File: src/rtl/ex_stage_pkg.sv
// Shared CPU and control-unit types for the execute stage.
// Word/register widths, ALU opcodes, control-field encodings.
package cpu_types_pkg;
   localparam int WORD_W = 32;
   localparam int REG_W  = 5;
   localparam int SHAM_W = 5;
   localparam int IMM_W  = 16;

   typedef logic [WORD_W-1:0] word_t;
   typedef logic [REG_W-1:0]  regbits_t;

   typedef enum logic [3:0] {
      ALU_SLL,
      ALU_SRL,
      ALU_ADD,
      ALU_SUB,
      ALU_AND,
      ALU_OR,
      ALU_XOR,
      ALU_NOR,
      ALU_SLT,
      ALU_SLTU
   } aluop_t;
endpackage

package control_unit_types_pkg;
   typedef enum logic [1:0] {ZEXT, SEXT, LUI} extop_t;
   typedef enum logic [1:0] {RD, RT, RA} regdst_t;
   typedef enum logic [1:0] {ALU, MEM, NPC} memtoreg_t;
   typedef enum logic [1:0] {FWD_BUS, FWD_EXMEM, FWD_WB} fwdsel_t;
endpackage

File: src/rtl/ex_stage_alu.sv
// Shared integer ALU: arithmetic, logic, compare and shifts.
// Overflow flags signed add/sub only.
module alu
   import cpu_types_pkg::*;
(
   input  word_t  A,
   input  word_t  B,
   input  aluop_t ALUOp,
   output word_t  result,
   output logic   zero,
   output logic   overflow
);

   always_comb begin
      result   = '0;
      overflow = 1'b0;
      unique case (ALUOp)
         ALU_SLL:  result = A << B[SHAM_W-1:0];
         ALU_SRL:  result = A >> B[SHAM_W-1:0];
         ALU_ADD: begin
            result   = A + B;
            overflow = (A[WORD_W-1] == B[WORD_W-1]) &&
                       (result[WORD_W-1] != A[WORD_W-1]);
         end
         ALU_SUB: begin
            result   = A - B;
            overflow = (A[WORD_W-1] != B[WORD_W-1]) &&
                       (result[WORD_W-1] != A[WORD_W-1]);
         end
         ALU_AND:  result = A & B;
         ALU_OR:   result = A | B;
         ALU_XOR:  result = A ^ B;
         ALU_NOR:  result = ~(A | B);
         ALU_SLT:  result = {{(WORD_W-1){1'b0}}, $signed(A) < $signed(B)};
         ALU_SLTU: result = {{(WORD_W-1){1'b0}}, A < B};
         default:  result = '0;
      endcase
   end

   assign zero = (result == '0);

endmodule

File: src/rtl/ex_stage.sv
// Execute stage: operand forwarding, ALU drive, load-use detect
// and the EX/MEM pipeline register (stall/flush).
module ex_stage
   import cpu_types_pkg::*;
   import control_unit_types_pkg::*;
(
   input  logic               CLK,
   input  logic               nRST,
   input  logic               en,
   input  logic               flush,
   input  aluop_t             ALUOp,
   input  logic               ALUSrc,
   input  extop_t             ExtOp,
   input  regdst_t            RegDst,
   input  memtoreg_t          MemtoReg,
   input  logic               RegWEN,
   input  logic               dWENi,
   input  logic               dRENi,
   input  logic               halt,
   input  regbits_t           rs,
   input  regbits_t           rt,
   input  regbits_t           rd,
   input  logic [SHAM_W-1:0]  shamt,
   input  logic [IMM_W-1:0]   imm,
   input  word_t              busA,
   input  word_t              busB,
   input  word_t              npc,
   input  regbits_t           id_rs,
   input  regbits_t           id_rt,
   input  logic               wb_RegWEN,
   input  regbits_t           wb_wsel,
   input  word_t              wb_wdat,
   output logic               loaduse,
   output logic               exmem_RegWEN,
   output logic               exmem_dWEN,
   output logic               exmem_dREN,
   output logic               exmem_halt,
   output logic               exmem_zero,
   output memtoreg_t          exmem_MemtoReg,
   output regbits_t           exmem_wsel,
   output word_t              exmem_result,
   output word_t              exmem_stdata,
   output word_t              exmem_npc
);

   regbits_t wsel;
   word_t    extimm;
   word_t    ex_val;
   logic     ex_ok;
   fwdsel_t  fa_sel;
   fwdsel_t  fb_sel;
   word_t    fA;
   word_t    fB;
   logic     is_shift;
   word_t    alu_a;
   word_t    alu_b;
   word_t    alu_res;
   logic     alu_zero;
   logic     unused_ovf;

   always_comb begin
      wsel = rd;
      unique case (RegDst)
         RD:      wsel = rd;
         RT:      wsel = rt;
         RA:      wsel = 5'd31;
         default: wsel = rd;
      endcase
   end

   always_comb begin
      extimm = '0;
      unique case (ExtOp)
         ZEXT:    extimm = {16'b0, imm};
         SEXT:    extimm = {{16{imm[15]}}, imm};
         LUI:     extimm = {imm, 16'b0};
         default: extimm = '0;
      endcase
   end

   // A load in EX/MEM has no data yet; it is covered by the load-use stall.
   assign ex_ok  = exmem_RegWEN && (exmem_MemtoReg != MEM);
   assign ex_val = (exmem_MemtoReg == NPC) ? exmem_npc : exmem_result;

   always_comb begin
      fa_sel = FWD_BUS;
      if (rs != '0 && ex_ok && exmem_wsel == rs)
         fa_sel = FWD_EXMEM;
      else if (rs != '0 && wb_RegWEN && wb_wsel == rs)
         fa_sel = FWD_WB;
   end

   always_comb begin
      fb_sel = FWD_BUS;
      if (rt != '0 && ex_ok && exmem_wsel == rt)
         fb_sel = FWD_EXMEM;
      else if (rt != '0 && wb_RegWEN && wb_wsel == rt)
         fb_sel = FWD_WB;
   end

   always_comb begin
      unique case (fa_sel)
         FWD_EXMEM: fA = ex_val;
         FWD_WB:    fA = wb_wdat;
         default:   fA = busA;
      endcase
      unique case (fb_sel)
         FWD_EXMEM: fB = ex_val;
         FWD_WB:    fB = wb_wdat;
         default:   fB = busB;
      endcase
   end

   assign is_shift = (ALUOp == ALU_SLL || ALUOp == ALU_SRL) && !ALUSrc;
   assign alu_a    = is_shift ? fB : fA;
   assign alu_b    = is_shift ? {{(WORD_W-SHAM_W){1'b0}}, shamt}
                              : (ALUSrc ? extimm : fB);

   alu u_alu (
      .A        (alu_a),
      .B        (alu_b),
      .ALUOp    (ALUOp),
      .result   (alu_res),
      .zero     (alu_zero),
      .overflow (unused_ovf)
   );

   assign loaduse = dRENi && RegWEN && (wsel != '0) &&
                    (wsel == id_rs || wsel == id_rt);

   always_ff @(posedge CLK) begin
      if (!nRST || flush) begin
         exmem_RegWEN   <= 1'b0;
         exmem_dWEN     <= 1'b0;
         exmem_dREN     <= 1'b0;
         exmem_halt     <= 1'b0;
         exmem_zero     <= 1'b0;
         exmem_MemtoReg <= ALU;
         exmem_wsel     <= '0;
         exmem_result   <= '0;
         exmem_stdata   <= '0;
         exmem_npc      <= '0;
      end else if (en) begin
         exmem_RegWEN   <= RegWEN;
         exmem_dWEN     <= dWENi;
         exmem_dREN     <= dRENi;
         exmem_halt     <= halt;
         exmem_zero     <= alu_zero;
         exmem_MemtoReg <= MemtoReg;
         exmem_wsel     <= wsel;
         exmem_result   <= alu_res;
         exmem_stdata   <= fB;
         exmem_npc      <= npc;
      end
   end

endmodule

File: config.mk
export PLATFORM = sky130hd
export DESIGN_NAME = ex_stage
export DESIGN_NICKNAME = d
export VERILOG_FILES = /design/src/rtl/ex_stage_pkg.sv /design/src/rtl/ex_stage_alu.sv /design/src/rtl/ex_stage.sv
export SDC_FILE = /design/constraint.sdc
export NUM_CORES = 1
export LEC_CHECK = 0
export CORE_UTILIZATION = 40
export CTS_CLUSTER_DIAMETER = 40
export DETAILED_ROUTE_END_ITERATION = 8
export PLACE_DENSITY_LB_ADDON = 0.08
export SLEW_MARGIN = 0
export SYNTH_ARGS = -nofsm -noshare
export SYNTH_HDL_FRONTEND = slang
export SYNTH_SLANG_ARGS = --single-unit
File: constraint.sdc
create_clock -name CLK -period 9.75 [get_ports CLK]
set_input_delay 2.925 -clock CLK [delete_from_list [all_inputs] [get_ports CLK]]
set_output_delay 2.925 -clock CLK [all_outputs]
set_load 0.05 [all_outputs]
Yosys cells after proc, flatten, opt, wreduce, memory -nomap -nowiden
Index checks and enable logic that the tools add are counted.

Logic and storage cells: 82. Output and inout port bits: 109. Bits in registers: 108. Bits of input ports: 199.

Equality and inequality tests: 25. Bitwise logic cells: 4. $add $sub $neg: 2. Order comparisons: 2. Shift operators: 2. Reductions and logical operators: 24. Mux-type cells: 13.

Operators by type and width (count): $pmux W32 S10 (1); $mux W32 (4); $pmux W32 S2 (2); $pmux W32 S3 (1); $lt A32 B32 Y1 (2); $add A32 B32 Y32 (1); $and A32 B32 Y32 (1); $logic_not A32 Y1 (1); $not A32 Y32 (1); $or A32 B32 Y32 (1); $shl A32 B5 Y32 (1); $shr A32 B5 Y32 (1); $sub A32 B32 Y32 (1); $xor A32 B32 Y32 (1); $eq A5 B5 Y1 (6); $eq A4 B3 Y1 const B (4); $reduce_bool A5 Y1 (3); $logic_and A1 B1 Y1 (13); $eq A2 B2 Y1 const B (5); $pmux W5 S2 (1); $eq A2 B1 Y1 const B (4); $eq A4 B2 Y1 const B (2); $eq A4 B4 Y1 const B (2); $mux W2 (4); other kinds (6) (9).

Logic depth before layout (Yosys ltp)
Word-level depth: 13. Mapped depth: 29. Mapped depth without buffers: 25.

Modules after synthesis
Synthesis repeated with hierarchy kept, for this count alone.

Cells, all modules: 2366. Area, all modules: 17438.0 um2.

By module, submodules not included: alu (cells an instance 1468, area an instance 10202.3 um2, seq. area each 0.0 um2, instances 1); ex_stage (cells an instance 898, area an instance 7235.7 um2, seq. area each 2162.1 um2, instances 1).

Worst setup path before layout
Ideal clock, no wire load.

Kind: input -> register. Start point: input port rt[3]. End point: register exmem_zero. Arrival: 8769 ps. Setup time: 68 ps. Stages: 28. Required time: 9682 ps. Slack: 914 ps. Cells stage by stage: buf_2 > xor2_1 > or4_1 > clkbuf_1 > o21ai_0 > a31oi_1 > a21oi_1 > buf_2 > buf_2 > buf_1 > buf_2 > buf_2 > ha_1 > nor2b_1 > o21ai_0 > o31ai_1 > a211oi_1 > nor4_1 > o21ai_0 > a211oi_1 > o21ai_0 > nand3b_1 > or4b_1 > nor4_1 > nor4bb_1 > and4_1 > nand2_1 > o21ai_2.

Cells in the longest elaborated chain, start to end: 13.

RTL lines: start, declared (line ex_stage.sv:21) `input regbits_t rt,`; $reduce_bool A5 Y1 (line ex_stage.sv:95, ex_stage.sv:97); $logic_and A1 B1 Y1 (2 in series) (line ex_stage.sv:97) `else if (rt != '0 && wb_RegWEN && wb_wsel == rt)`; $mux W2 (line ex_stage.sv:97); $mux W2 (*) (line ex_stage.sv:95) `if (rt != '0 && ex_ok && exmem_wsel == rt)`; $eq A2 B2 Y1 or $eq A2 B1 Y1 (tied branches) (line ex_stage.sv:107) `unique case (fb_sel)`; $pmux W32 S2 (*) (line ex_stage.sv:107); parallel branches: the longest is 4 deep, another holds $sub A32 B32 Y32; $pmux W32 S10 (*) (line ex_stage_alu.sv:17) `unique case (ALUOp)`; $logic_not A32 Y1 (*) (line ex_stage_alu.sv:40) `assign zero = (result == '0);`; end signal, assigned (line ex_stage.sv:148) `exmem_zero <= alu_zero;`; end, declared (line ex_stage.sv:38) `output logic exmem_zero,`.

Every way passes the cells marked *. A chain may end at the register's enable or synchronous reset.

Worst setup path in the final report
Start point: input port rt[2]. End point: register exmem_zero.

Same word-level chain as after synthesis.

==> impl_metrics.py <==
metrics = {
    "floorplanning": {
        "start_util": 0.409,
        "dieArea_sq_um": 41700,
        "io-pin-count": 308,
        "die_w_microns": 204,
        "coreArea_sq_um": 40000,
        "num_rows": 73,
        "die_height_microns": 204,
    },
    "global_route": {
        "grt_pass1_vias": 20400,
        "grt_first_pass_wirelength_mm": 140,
        "grt_start_max_net_pins": 64,
        "grt.total_usage": 0.458,
        "antenna_violations_before_repair": 5,
        "globalRoute.totalOverflow": 0,
    },
    "synth": {
        "synth_edf_count": 0,
        "synth.yosys.warnings": 0,
        "dominantRegCellSynth": "sky130_fd_sc_hd__dfxtp_1",
        "synth-async-reset-ratio": 0,
        "synth_nets": 2632,
        "sequential_element_share_of_the_synthesized_area": 0.132,
        "yosys.cell_types.count": 88,
        "post_synth_inst_count": 2327,
        "synth.ff_latch_count": 108,
        "synth.avg_cell_area_sq_um": 7.03,
        "syn-cell-area_sq_um": 16400,
    },
    "timing": {
        "rsz_0062_raised_after_global_routing": "yes",
        "timing.final.max_slew_violations": 0,
        "clock-skew-final_ns": 0.00786,
        "finalSetupViolations": 0,
        "layout_min_cycle_time_ns": 9.62,
        "max_slew.worst_pin.slew_ns": 1.21,
        "setup_tns_ns": 0,
        "timing.fmax_mhz": 104,
        "max_slew_margin": 0.183,
        "report.final.hold_viol_count": 0,
        "timing.final.crit_share": 0.987,
        "final.hold.worst_slack_ns": 0.502,
    },
    "clock_network": {
        "cts_buf_count": 9,
        "clkTransAtPathRegs_ns": 0.08,
        "clock_insertion_delay_worst_skew_ns": 0.39,
        "clock_tree.htree_level_count": 3,
        "cts.path.max_buffers": 2,
        "post_cts.repair.setup_buffers": 0,
        "tritoncts": "done",
        "root_buffer": "sky130_fd_sc_hd__clkbuf_16",
        "clkSinkCount": 108,
    },
    "setup_path": {
        "crit_path_start": "rt[2]",
        "worstSetupPathType": "input port to flip-flop",
        "crit-reg2reg-capture": "exmem_zero",
        "setup.reg_to_reg.worst_slack_ns": 2.76,
        "regToRegStartpoint": "exmem_MemtoReg[0]",
        "arrival_ns": 9.95,
        "crit_path_end_kind": "flip-flop",
        "required_ns": 10.08,
        "crit_path_max_fanout": 9,
        "ff2ff_path_depth": 27,
        "critical_path.startpoint_type": "input port",
        "crit_path_end": "exmem_zero",
    },
    "job": {
        "timing.max_cap.violations": 0,
    },
    "worst_hold_path": {
        "hold_class": "flip-flop to flip-flop",
        "holdPathStages": 2,
    },
    "routing": {
        "drt-pass1-iter-count": 9,
        "antenna_violating_nets_post_route": 0,
        "viasPerCell": 6.79,
        "drc": 0,
        "dr_total_vias": 21500,
        "drt-initial-drc-count": 3548,
        "detailed_route_wire_length_per_cell_microns": 30.9,
        "finalWirelength_mm": 97.8,
    },
    "placement": {
        "place.gp.congestion": 1.15,
        "place_hpwl_mm": 79.0,
        "placedCellCount": 3154,
        "numPortBuffers": 307,
    },
    "pwr": {
        "power_density_over_the_cells_nw_per_um2": 111,
        "ir_drop_mv": 0.113,
        "total_power_mw": 2.35,
        "power.static_leakage_nw": 8.65,
    },
    "cells_and_area": {
        "syn2layout_area_growth_pct": 29.6,
        "final_layout_size_suffix_gt1_frac": 0.121,
        "post-route-util": 0.530,
        "layout.nets": 2945,
        "n_antenna_cell": 0,
        "layout.cells.non_filler": 3170,
    },
    "outcome": {
        "status": "completed",
    },
}
-- how the worst min path moves through the flow --
stage                        to  slack [ns]        startpoint
2_1_floorplan        exmem_zero        0.70        exmem_zero
3_3_place_gp   exmem_stdata[19]        0.48  exmem_stdata[19]
3_5_place_dp    exmem_result[3]        0.49   exmem_result[3]
4_1_cts         exmem_result[3]        0.50   exmem_result[3]
5_1_grt              exmem_dWEN        0.53        exmem_dWEN
6_report             exmem_dWEN        0.50        exmem_dWEN
-- critical path, stage by stage --
cell,delay [ns]
sky130_fd_sc_hd__clkdlybuf4s50_1,0.50
sky130_fd_sc_hd__or4_4,0.59
sky130_fd_sc_hd__o211ai_2,0.35
sky130_fd_sc_hd__or3_1,0.30
sky130_fd_sc_hd__buf_4,0.19
sky130_fd_sc_hd__buf_4,0.17
sky130_fd_sc_hd__buf_4,0.16
sky130_fd_sc_hd__a31oi_1,0.27
sky130_fd_sc_hd__mux2i_1,0.58
sky130_fd_sc_hd__inv_1,0.15
sky130_fd_sc_hd__ha_1,0.37
sky130_fd_sc_hd__and3_1,0.19
sky130_fd_sc_hd__nand3_1,0.11
sky130_fd_sc_hd__nor4_1,0.57
sky130_fd_sc_hd__o21ai_1,0.25
sky130_fd_sc_hd__a211oi_1,0.34
sky130_fd_sc_hd__o21ai_0,0.17
sky130_fd_sc_hd__nand3b_1,0.11
sky130_fd_sc_hd__or4b_1,0.50
sky130_fd_sc_hd__nor4_1,0.44
sky130_fd_sc_hd__nor4bb_1,0.36
sky130_fd_sc_hd__and4_1,0.23
sky130_fd_sc_hd__nand2_1,0.06
sky130_fd_sc_hd__o21ai_2,0.06
-- synth_stat cells, types with 38 or more instances --
cell	instances	share of area
sky130_fd_sc_hd__a211oi_1	63	0.029
sky130_fd_sc_hd__clkbuf_1	133	0.031
sky130_fd_sc_hd__nor2_1	301	0.069
sky130_fd_sc_hd__a31oi_1	81	0.031
sky130_fd_sc_hd__nand2_1	147	0.034
sky130_fd_sc_hd__mux2_2	54	0.037
sky130_fd_sc_hd__inv_1	110	0.025
sky130_fd_sc_hd__xnor2_1	52	0.028
sky130_fd_sc_hd__a21oi_1	134	0.041
sky130_fd_sc_hd__ha_1	104	0.080
sky130_fd_sc_hd__nor4_1	67	0.026
sky130_fd_sc_hd__nor3_1	50	0.015
sky130_fd_sc_hd__mux2i_1	165	0.10
sky130_fd_sc_hd__nand3_1	65	0.020
sky130_fd_sc_hd__o21ai_0	114	0.035
sky130_fd_sc_hd__dfxtp_1	108	0.13
sky130_fd_sc_hd__nand4_1	38	0.015
-- repair_timing --
item / 4_1_cts / 5_1_grt
hold buffers: 0 / 0
endpoints found under the setup margin: 0 / 4
hold endpoints to repair: 0 / 0
resized for setup: 0 / 12
-- flip-flops by register name, indices dropped and copies added, names as in the netlist --
signal	count
exmem_npc	32
exmem_result	32
exmem_stdata	32
exmem_wsel	5
exmem_MemtoReg	2
exmem_RegWEN	1
exmem_dREN	1
exmem_dWEN	1
exmem_halt	1
exmem_zero	1
-- through the flow --
| step | area [sq um] | setup slack (ns) |
|---|---|---|
| finish | 21200 | 0.128 |
| global route | 21200 | -0.0212 |
| CTS | 21100 | 0.145 |
| detailed placement | 20800 | -0.250 |
| global placement | 20800 | -0.223 |
| floorplan | 16400 | 0.914 |
-- placed cells by master (no fill, tap or decap), types with 35 or more instances in the layout --
cell type | Yosys | layout
sky130_fd_sc_hd__nor2_1 | 301 | 301
sky130_fd_sc_hd__clkdlybuf4s50_1 | 0 | 304
sky130_fd_sc_hd__mux2i_1 | 165 | 164
sky130_fd_sc_hd__inv_1 | 110 | 110
sky130_fd_sc_hd__a21oi_1 | 134 | 132
sky130_fd_sc_hd__xnor2_1 | 52 | 52
sky130_fd_sc_hd__o21ai_0 | 114 | 113
sky130_fd_sc_hd__nor4_1 | 67 | 64
sky130_fd_sc_hd__mux2_2 | 54 | 54
sky130_fd_sc_hd__ha_1 | 104 | 104
sky130_fd_sc_hd__a211oi_1 | 63 | 62
sky130_fd_sc_hd__nand3_1 | 65 | 65
sky130_fd_sc_hd__nor3_1 | 50 | 48
sky130_fd_sc_hd__o31ai_1 | 36 | 35
sky130_fd_sc_hd__nand4_1 | 38 | 38
sky130_fd_sc_hd__nand2_1 | 147 | 147
sky130_fd_sc_hd__a31oi_1 | 81 | 78
sky130_fd_sc_hd__dfxtp_1 | 108 | 108
sky130_fd_sc_hd__buf_4 | 8 | 192
-- logic make-up (layout without fill, tap and decap cells) --
| logic type | count (synthesis) | in the layout | share of synthesized area |
|---|---|---|---|
| simple gates | 769 | 769 | 0.220 |
| compound gates | 736 | 736 | 0.309 |
| buf+inv | 313 | 631 | 0.0770 |
| mux | 220 | 220 | 0.140 |
| flops | 108 | 108 | 0.132 |
| fa+ha+maj | 106 | 106 | 0.0820 |
| xor+xnor | 75 | 75 | 0.0402 |
-- metal layers --
metal | vias up | track usage | part of all wire
met5 | - | 0 | 0.00042
li1 | 9312 | - | -
met4 | 6 | 0.271 | 0.070
met3 | 380 | 0.146 | 0.12
met2 | 1596 | 0.684 | 0.42
met1 | 10200 | 0.572 | 0.38
-- power by group --
group / switching (mW) / internal [mW]
Clock: 0.209 / 0.185
Combinational: 0.952 / 0.529
Sequential: 0.0159 / 0.458
-- layout make-up --
class / count / area, sq um
fillers: 3893 / 18800
well taps: 525 / 657
clock inverters: 7 / 88.8
clock buffers: 9 / 225
multi-input cells: 1906 / 13100
flip-flops and latches: 108 / 2160
inverters: 113 / 424
repair buffers: 502 / 4580
(Power assumes the default switching activity.)
